<file path="src/rtl/toysram_pkg.sv">
// Shared constants, write-FSM encoding and the wordline decoder for the
// 32x12 toysram local control stage. Wordline vectors are MSB-first: bit [r] drives row r.
package toysram_pkg;

    localparam int TOYSRAM_ROWS  = 32;
    localparam int TOYSRAM_WIDTH = 12;
    localparam int TOYSRAM_ADR_W = 5;

    localparam logic [1:0] WR_IDLE  = 2'd0;
    localparam logic [1:0] WR_SETUP = 2'd1;
    localparam logic [1:0] WR_PULSE = 2'd2;
    localparam logic [1:0] WR_HOLD  = 2'd3;

    // Addresses at or beyond the row count decode to no wordline at all.
    function automatic logic [0:TOYSRAM_ROWS-1] decode_onehot(input logic [TOYSRAM_ADR_W-1:0] adr);
        logic [0:TOYSRAM_ROWS-1] wl;
        wl = '0;
        for (int r = 0; r < TOYSRAM_ROWS; r++) begin
            if (int'(adr) == r) wl[r] = 1'b1;
        end
        return wl;
    endfunction

endpackage

</file>
<file path="src/rtl/toysram_32x12_ctl_if.sv">
// Request/response side of the toysram control stage: two read ports and one write port.
interface toysram_32x12_ctl_if
    import toysram_pkg::*;
#(
    parameter int WIDTH = TOYSRAM_WIDTH,
    parameter int ADR_W = TOYSRAM_ADR_W
);
    logic             rd0_val;
    logic [ADR_W-1:0] rd0_adr;
    logic             rd0_dat_val;
    logic [WIDTH-1:0] rd0_dat;
    logic             rd1_val;
    logic [ADR_W-1:0] rd1_adr;
    logic             rd1_dat_val;
    logic [WIDTH-1:0] rd1_dat;
    logic             wr_val;
    logic             wr_rdy;
    logic [ADR_W-1:0] wr_adr;
    logic [WIDTH-1:0] wr_dat;

    modport master (
        output rd0_val, rd0_adr, rd1_val, rd1_adr, wr_val, wr_adr, wr_dat,
        input  rd0_dat_val, rd0_dat, rd1_dat_val, rd1_dat, wr_rdy
    );

    modport slave (
        input  rd0_val, rd0_adr, rd1_val, rd1_adr, wr_val, wr_adr, wr_dat,
        output rd0_dat_val, rd0_dat, rd1_dat_val, rd1_dat, wr_rdy
    );
endinterface

</file>
<file path="src/rtl/toysram_rd_port.sv">
// One read port: registered wordline drive, bitline capture a cycle later,
// and a bypass for reads that overlap the SETUP cycle of a same-row write.
module toysram_rd_port
    import toysram_pkg::*;
#(
    parameter int ROWS  = TOYSRAM_ROWS,
    parameter int WIDTH = TOYSRAM_WIDTH,
    parameter int ADR_W = TOYSRAM_ADR_W
) (
    input  logic             clk,
    input  logic             rst_n,
    input  logic             req_val,
    input  logic [ADR_W-1:0] req_adr,
    output logic [0:ROWS-1]  rwl,
    input  logic [WIDTH-1:0] rbl,
    input  logic             wr_setup,
    input  logic [ADR_W-1:0] wr_adr,
    input  logic [WIDTH-1:0] wr_dat,
    output logic             dat_val,
    output logic [WIDTH-1:0] dat
);
    logic [1:0]       vld_pipe;
    logic [ADR_W-1:0] adr_q;
    logic             in_range;
    logic             byp;

    assign in_range = int'(adr_q) < ROWS;
    // The array only commits at PULSE, so a read overlapping SETUP would see stale data.
    assign byp      = wr_setup && in_range && (wr_adr == adr_q);
    assign dat_val  = vld_pipe[1];

    always_ff @(posedge clk) begin
        if (!rst_n) begin
            vld_pipe <= '0;
            adr_q    <= '0;
            rwl      <= '0;
            dat      <= '0;
        end else begin
            vld_pipe <= {vld_pipe[0], req_val};
            if (req_val) adr_q <= req_adr;
            rwl <= req_val ? decode_onehot(req_adr) : '0;
            if (vld_pipe[0]) dat <= byp ? wr_dat : (in_range ? rbl : '0);
        end
    end

endmodule

</file>
<file path="src/rtl/toysram_32x12_ctl.sv">
// Local control stage for the 32x12 toysram subarray: two read ports and a
// setup/pulse/hold write sequencer, all wordlines and bitlines driven from flops.
module toysram_32x12_ctl
    import toysram_pkg::*;
#(
    parameter int ROWS  = TOYSRAM_ROWS,
    parameter int WIDTH = TOYSRAM_WIDTH,
    parameter int ADR_W = TOYSRAM_ADR_W
) (
    input  logic                      clk,
    input  logic                      rst_n,
    toysram_32x12_ctl_if.slave        bus,
    output logic [0:ROWS-1]           RWL0,
    output logic [0:ROWS-1]           RWL1,
    output logic [0:ROWS-1]           WWL,
    output logic [WIDTH-1:0]          WBL,
    output logic [WIDTH-1:0]          WBLb,
    input  logic [WIDTH-1:0]          RBL0,
    input  logic [WIDTH-1:0]          RBL1,
    output logic                      err_multi
);
    logic [1:0]                  rd_val;
    logic [1:0][ADR_W-1:0]       rd_adr;
    logic [1:0][0:ROWS-1]        rwl;
    logic [1:0][WIDTH-1:0]       rbl;
    logic [1:0]                  rd_dat_val;
    logic [1:0][WIDTH-1:0]       rd_dat;

    logic [1:0]       state;
    logic [ADR_W-1:0] wadr_q;
    logic             accept;

    assign rd_val          = {bus.rd1_val, bus.rd0_val};
    assign rd_adr          = {bus.rd1_adr, bus.rd0_adr};
    assign rbl             = {RBL1, RBL0};
    assign RWL0            = rwl[0];
    assign RWL1            = rwl[1];
    assign bus.rd0_dat_val = rd_dat_val[0];
    assign bus.rd1_dat_val = rd_dat_val[1];
    assign bus.rd0_dat     = rd_dat[0];
    assign bus.rd1_dat     = rd_dat[1];

    generate
        for (genvar p = 0; p < 2; p++) begin : g_rd
            toysram_rd_port #(.ROWS(ROWS), .WIDTH(WIDTH), .ADR_W(ADR_W)) u_rd (
                .clk      (clk),
                .rst_n    (rst_n),
                .req_val  (rd_val[p]),
                .req_adr  (rd_adr[p]),
                .rwl      (rwl[p]),
                .rbl      (rbl[p]),
                .wr_setup (state == WR_SETUP),
                .wr_adr   (wadr_q),
                .wr_dat   (WBL),
                .dat_val  (rd_dat_val[p]),
                .dat      (rd_dat[p])
            );
        end
    endgenerate

    assign bus.wr_rdy = (state == WR_IDLE) || (state == WR_HOLD);
    assign accept     = bus.wr_val && bus.wr_rdy;

    // WBL doubles as the registered write data; WWL is raised only for the PULSE cycle.
    always_ff @(posedge clk) begin
        if (!rst_n) begin
            state     <= WR_IDLE;
            wadr_q    <= '0;
            WWL       <= '0;
            WBL       <= '0;
            WBLb      <= '0;
            err_multi <= 1'b0;
        end else begin
            WWL       <= '0;
            err_multi <= err_multi | (|(WWL & (WWL - ROWS'(1))));
            case (state)
                WR_IDLE, WR_HOLD: begin
                    if (accept) begin
                        state  <= WR_SETUP;
                        wadr_q <= bus.wr_adr;
                        WBL    <= bus.wr_dat;
                        WBLb   <= ~bus.wr_dat;
                    end else begin
                        state <= WR_IDLE;
                        WBL   <= '0;
                        WBLb  <= '0;
                    end
                end
                WR_SETUP: begin
                    state <= WR_PULSE;
                    WWL   <= decode_onehot(wadr_q);
                end
                default: state <= WR_HOLD;
            endcase
        end
    end

endmodule

</file>
<file path="src/flat_wrapper.sv">
// flat-port wrapper written by rule: the top's interface ports become plain ports
module toysram_32x12_ctl_flat import toysram_pkg::*;
#(
    parameter int ROWS  = TOYSRAM_ROWS,
    parameter int WIDTH = TOYSRAM_WIDTH,
    parameter int ADR_W = TOYSRAM_ADR_W
)
  (clk, rst_n, RWL0, RWL1, WWL, WBL, WBLb, RBL0, RBL1, err_multi, bus_rd0_val, bus_rd0_adr, bus_rd1_val, bus_rd1_adr, bus_wr_val, bus_wr_adr, bus_wr_dat, bus_rd0_dat_val, bus_rd0_dat, bus_rd1_dat_val, bus_rd1_dat, bus_wr_rdy);
  toysram_32x12_ctl_if #(.WIDTH(WIDTH), .ADR_W(ADR_W)) bus_i ();
  input  logic clk;
  input  logic rst_n;
  output logic [0:ROWS-1] RWL0;
  output logic [0:ROWS-1] RWL1;
  output logic [0:ROWS-1] WWL;
  output logic [WIDTH-1:0] WBL;
  output logic [WIDTH-1:0] WBLb;
  input  logic [WIDTH-1:0] RBL0;
  input  logic [WIDTH-1:0] RBL1;
  output logic err_multi;
  input wire logic [$bits(bus_i.rd0_val)-1:0] bus_rd0_val;
  input wire logic [$bits(bus_i.rd0_adr)-1:0] bus_rd0_adr;
  input wire logic [$bits(bus_i.rd1_val)-1:0] bus_rd1_val;
  input wire logic [$bits(bus_i.rd1_adr)-1:0] bus_rd1_adr;
  input wire logic [$bits(bus_i.wr_val)-1:0] bus_wr_val;
  input wire logic [$bits(bus_i.wr_adr)-1:0] bus_wr_adr;
  input wire logic [$bits(bus_i.wr_dat)-1:0] bus_wr_dat;
  output wire logic [$bits(bus_i.rd0_dat_val)-1:0] bus_rd0_dat_val;
  output wire logic [$bits(bus_i.rd0_dat)-1:0] bus_rd0_dat;
  output wire logic [$bits(bus_i.rd1_dat_val)-1:0] bus_rd1_dat_val;
  output wire logic [$bits(bus_i.rd1_dat)-1:0] bus_rd1_dat;
  output wire logic [$bits(bus_i.wr_rdy)-1:0] bus_wr_rdy;
  assign bus_i.rd0_val = bus_rd0_val;
  assign bus_i.rd0_adr = bus_rd0_adr;
  assign bus_i.rd1_val = bus_rd1_val;
  assign bus_i.rd1_adr = bus_rd1_adr;
  assign bus_i.wr_val = bus_wr_val;
  assign bus_i.wr_adr = bus_wr_adr;
  assign bus_i.wr_dat = bus_wr_dat;
  assign bus_rd0_dat_val = bus_i.rd0_dat_val;
  assign bus_rd0_dat = bus_i.rd0_dat;
  assign bus_rd1_dat_val = bus_i.rd1_dat_val;
  assign bus_rd1_dat = bus_i.rd1_dat;
  assign bus_wr_rdy = bus_i.wr_rdy;
  toysram_32x12_ctl #(.ROWS(ROWS), .WIDTH(WIDTH), .ADR_W(ADR_W)) u_core (.clk(clk), .rst_n(rst_n), .bus(bus_i), .RWL0(RWL0), .RWL1(RWL1), .WWL(WWL), .WBL(WBL), .WBLb(WBLb), .RBL0(RBL0), .RBL1(RBL1), .err_multi(err_multi));
endmodule
</file>
<file path="config.mk">
export PLATFORM = sky130hd
export DESIGN_NAME = toysram_32x12_ctl_flat
export DESIGN_NICKNAME = d
export VERILOG_FILES = /design/src/rtl/toysram_pkg.sv /design/src/rtl/toysram_32x12_ctl_if.sv /design/src/rtl/toysram_rd_port.sv /design/src/rtl/toysram_32x12_ctl.sv /design/src/flat_wrapper.sv
export SDC_FILE = /design/constraint.sdc
export NUM_CORES = 1
export LEC_CHECK = 0
export ABC_AREA = 1
export CORE_MARGIN = 2
export CORE_UTILIZATION = 45
export DETAILED_ROUTE_END_ITERATION = 12
export GPL_ROUTABILITY_DRIVEN = 1
export HOLD_SLACK_MARGIN = 0.15
export PLACE_DENSITY_LB_ADDON = 0.25
export SYNTH_ARGS = -nofsm -noshare
export SYNTH_HDL_FRONTEND = slang
export SYNTH_SLANG_ARGS = --single-unit
</file>
<file path="constraint.sdc">
create_clock -name clk -period 2.05 [get_ports clk]
set_input_delay 0.41 -clock clk [delete_from_list [all_inputs] [get_ports clk]]
set_output_delay 0.41 -clock clk [all_outputs]
set_load 0.005 [all_outputs]
</file>
* Word level (Yosys, flattened, before mapping) *
Index checks and enable logic that the tools add are counted.

word-level totals
  bits in registers = 166
  output and inout bits = 148
  bits of input ports = 56
  logic and storage cells = 231

cells by class
  bitwise gates (word level) = 3
  add/sub/neg operators = 1
  equal/unequal tests = 97
  muxes and demuxes = 102
  reduce and logical (&&, ||, !) cells = 14

operators by type and width
  operator                                             count
  equality test 5 bit, second input constant           48
  equality test 5 x 4 -> 1 bit, second input constant  24
  two-way mux 1 bit                                    97
  equality test 5 x 3 -> 1 bit, second input constant  12
  two-way mux 12 bit                                   4
  AND 32 bit                                           1
  OR reduction 32 bit                                  1
  subtractor 32 x 1 -> 32 bit, second input constant   1
  equality test 5 x 2 -> 1 bit, second input constant  6
  equality test 5 x 1 -> 1 bit, second input constant  3
  logical NOT 5 bit                                    3
  inverter 12 bit                                      1
  equality test 5 bit                                  2
  AND reduction 2 bit                                  4
  one-hot mux 2 bit (2 select lines)                   1
  logical AND 1 bit                                    3
  equality test 2 x 1 -> 1 bit, second input constant  1
  equality test 2 bit, second input constant           1
  logical NOT 2 bit                                    1
  OR reduction 2 bit                                   1
  logical OR 1 bit                                     1
  OR 1 bit                                             1

* Longest topological paths before layout *
  depth after elaboration = 5
  depth in mapped cells = 12
  mapped depth without buffers = 12

* Hierarchy *
Synthesis repeated with hierarchy kept, for this count alone.

second synthesis, totals
  cells, all modules = 854
  area, all modules = 6,497.5 µm²

modules (own cells, without submodules)
  module             sequential area each (µm²)  instances  cells each  area each (µm²)
  toysram_rd_port    1,021.0                     2          250         1,954.4
  toysram_32x12_ctl  1,281.2                     1          354         2,588.7

* Worst setup path before layout *
Ideal clock, no wire load.

  kind = register -> register
  from = register u_core.WWL[31] (netlist name)
  to = register u_core.err_multi
  arrival = 1.237 ns
  period minus slack after synthesis = 1.365 ns
  buffers on the path = 0
  stages on the path, launching flop included = 13
  required time = 1.922 ns
  setup slack = 0.685 ns
  cell sequence = dfxtp_1 nor2_4 nand2_4 nor2_4 nand2_2 nand2_1 nand2_1 nor2_1 nand2_1 nor2_1 nand3_1 nor2_1 nor2_1

between the ends
  longest elaborated chain between the ends = 4

RTL lines
  what                         line                     source
  start, declared              toysram_32x12_ctl.sv:15  output logic [0:ROWS-1] WWL,
  start signal, assigned       toysram_32x12_ctl.sv:91  WWL <= decode_onehot(wadr_q);
  subtractor 32 x 1 -> 32 bit  toysram_32x12_ctl.sv:75  err_multi <= err_multi | (|(WWL & (WWL - ROWS'(1))));
  AND 32 bit *                 toysram_32x12_ctl.sv:75
  OR reduction 32 bit *        toysram_32x12_ctl.sv:75
  OR 1 bit *                   toysram_32x12_ctl.sv:75
  end signal, assigned         toysram_32x12_ctl.sv:75
  end, declared                toysram_32x12_ctl.sv:20  output logic err_multi

Mark *: on every way between the ends. The rest lies on a longest branch, timed or not.
A chain may end at the register's enable or synchronous reset.

* Final worst setup path *
  from = register u_core.WWL[18] (netlist name)
  to = output port WWL[18] (netlist name)

RTL lines
  what           line                source
  end, declared  flat_wrapper.sv:14  output logic [0:ROWS-1] WWL;

No word-level cell between the ends.

==> results.json <==
{
  "die_y_um": 121.9,
  "synthesis.area_um2": 6257,
  "synth_commonest_cells": "220 x nor2_1, 181 x nand2_1, 166 x dfxtp_1",
  "vias": 5748,
  "drtPass1Iterations": 5,
  "arrival_ns": 1.41,
  "ios": 204,
  "synth-edff-count": 0,
  "period_needed_ns": 1.818,
  "power.share.combinational_pct": 18.5,
  "cts.path.max_buffers": 2,
  "min_path_type": "flop to flop",
  "routedWlPerCell_um": 13.92,
  "drt-vias-per-instance": 4.739,
  "p_switching_mw": 2.297,
  "io_buffers": 203,
  "core-area_um2": 13720,
  "finalCritPeriodShare_pct": 88.66,
  "cts-root-buf": "clkbuf_16",
  "diodes": 0,
  "dieArea_um2": 14860,
  "crit_slowest_cell": "clkdlybuf4s50_1",
  "netlist_instances": 816,
  "sw_frac_of_total_pct": 26.86,
  "setup_ws_ns": 0.2324,
  "grt_max_degree": 33,
  "grt_pass1_wl_mm": 26.54,
  "clock_sinks": 166,
  "synth_fp_nets": 873,
  "gp_congestion": 0.8648,
  "grt-ovfl-total": 0,
  "hpwl_mm": 12.61,
  "synth.largest_area_cell": "dfxtp_1",
  "rows": 43,
  "drive_gt1_share_pct": 8.035,
  "yosysMostFrequentCell": "nor2_1",
  "synth_top_area_share_pct": 53.11,
  "power_density_nw_per_um2": 938.2,
  "met2_usage_pct": 37.50,
  "fin_setup_tns_ns": 0,
  "layout.nets": 1077,
  "fin_skew_ns": 0.005025,
  "cts_max_level": 4,
  "grt_pass1_vias": 5346,
  "ys_seq_area_share_pct": 53.11,
  "ys_seq_elements": 166,
  "clkPwrFrac_pct": 39.3,
  "antenna_found_initial": 0,
  "total_leakage_power_nw": 4.023,
  "path_delay_family": "buffers and inverters",
  "pwr-share-seq_pct": 42.2,
  "synthFlopType": "dfxtp_1",
  "rsz0062_at_grt": "false",
  "cp_slowest_stage_delay_ns": 0.55,
  "clkTransAtPathRegs_ns": 0.06,
  "cts_tree": "yes",
  "drc": 0,
  "synth_area_per_cell_um2": 7.668,
  "grt_use_met1_pct": 28.69,
  "status": "completed",
  "yosysUniqueCellTypes": 32,
  "worstPathRequired_ns": 1.64,
  "ant_nets": 0,
  "final_max_slew_viol_count": 0,
  "cts_buffers": 17,
  "grt.total_usage_pct": 23.19,
  "synth.top_cells.by_area": "dfxtp_1 53%, nor2_1 13%, nand2_1 11%",
  "syn_to_final_growth_pct": 45.67,
  "initial_utilization_pct": 45.61,
  "wl_mm": 16.89,
  "max_clock_freq_mhz": 550.2,
  "setup_viol": 0,
  "worstPathCellList": "clkdlybuf4s50_1",
  "finalHoldViolCount": 0,
  "peakVddDrop_mv": 0.5456,
  "postCtsSetupRepairBufs": 0,
  "critical_path_buf_inv_count": 1,
  "critPathLaunchType": "flop",
  "yosysWarnings": 0,
  "maxCapViolCount": 0,
  "cp_max_fo": 4,
  "tightestPinTransition_ns": 0.6050,
  "power.internal_mw": 6.255,
  "critPathKind": "flop to output pin",
  "slew_headroom_pct": 59.62,
  "dp_slack_ns": 0.04937,
  "drtIter0Drc": 398,
  "top_usage_layer": "met2",
  "synth_async_sr_flop_share_pct": 0,
  "die_w_um": 121.9,
  "clk_latency_ns": 0.42,
  "met3_usage_pct": 7.537,
  "crit_path_end_kind": "output pin"
}
## worst min-delay path, stage by stage, from the launching register on
cell and delay, ns:
dfxtp_1 0.33, nand2_1 0.05, o21ai_0 0.05
## per-stage QoR
step | power, mW | instance area, um^2 | hold WS [ns] | utilization, % | instances
finish | 8.552 | 9115 | 0.4617 | 66.44 | 1213
global route | 8.938 | 9115 | 0.4997 | 66.44 | 1213
CTS | 8.613 | 9115 | 0.4624 | 66.44 | 1213
detailed placement | 5.265 | 8489 | 0.4469 | 61.88 | 1181
global placement | 5.246 | 8489 | 0.4373 | 61.88 | 1181
floorplan | 4.525 | 6257 | 0.4517 | - | 816
## repair_timing
action	in CTS	in global routing
gates resized for setup	1	0
endpoints found under the hold margin	0	0
hold buffers	0	0
setup endpoints to repair	1	0
## cells by family (layout without fill, tap and decap cells)
family          Yosys count  in the layout  synth area share [%]
compound gates          104            104                 11.56
xor+xnor                  4              4                0.5600
fa+ha+maj                 1              1                0.1999
buf+inv                 105            322                 6.738
flops                   166            166                 53.11
simple gates            436            436                 27.83
## final timing paths
kind                                 end            start  slack [ns]  cells past startpoint
max                              WWL[18]   u_core.WWL[18]        0.23                      1
max reg2reg  u_core.g_rd[0].u_rd.dat[11]  u_core.state[1]        0.23                      9
min reg2reg               u_core.WBLb[4]   u_core.WBLb[4]        0.46                      2
min                       u_core.WBLb[4]   u_core.WBLb[4]        0.46                      2
## cells in the final DEF, fill, tap and decap left out, types with 17 or more instances in the layout
cell and instances:
clkdlybuf4s50_1 202, nor2_1 220, nand2_1 181, inv_1 71, nand3_1 17, clkbuf_16 17, dfxtp_1 166, o211ai_2 24
o21ai_0 40, a21oi_1 18
## flip-flops by register name (all words and copies together) (netlist names), 2 cells and up
signal,count
u_core.g_rd.u_rd.rwl,64
u_core.WWL,32
u_core.g_rd.u_rd.dat,24
u_core.WBL,12
u_core.WBLb,12
u_core.g_rd.u_rd.adr_q,10
u_core.wadr_q,5
u_core.g_rd.u_rd.vld_pipe,4
u_core.state,2
## cell type report
class | count | area [um^2]
fillers | 1217 | 4604
flip-flops and latches | 166 | 3323
multi-input cells | 545 | 2512
repair buffers | 215 | 2146
clock buffers | 24 | 481.7
inverters | 75 | 281.5
well taps | 180 | 225.2
clock inverters | 8 | 145.1
## power groups by stage
stage | sequential [mW] | clock [mW] | combinational (mW)
CTS | 3.61 | 3.41 | 1.59
detailed placement | 3.67 | 0 | 1.59
global placement | 3.67 | 0 | 1.57
global route | 3.63 | 3.55 | 1.76
floorplan | 3.66 | 0 | 0.866
finish | 3.61 | 3.36 | 1.58
## metal layers
| metal | wire length (um) | vias up |
|---|---|---|
| li1 | - | 2960 |
| met1 | 7316 | 2560 |
| met2 | 7926 | 201 |
| met3 | 1274 | 27 |
| met4 | 372 | 0 |
| met5 | 0 | - |
(Power assumes the default switching activity.)
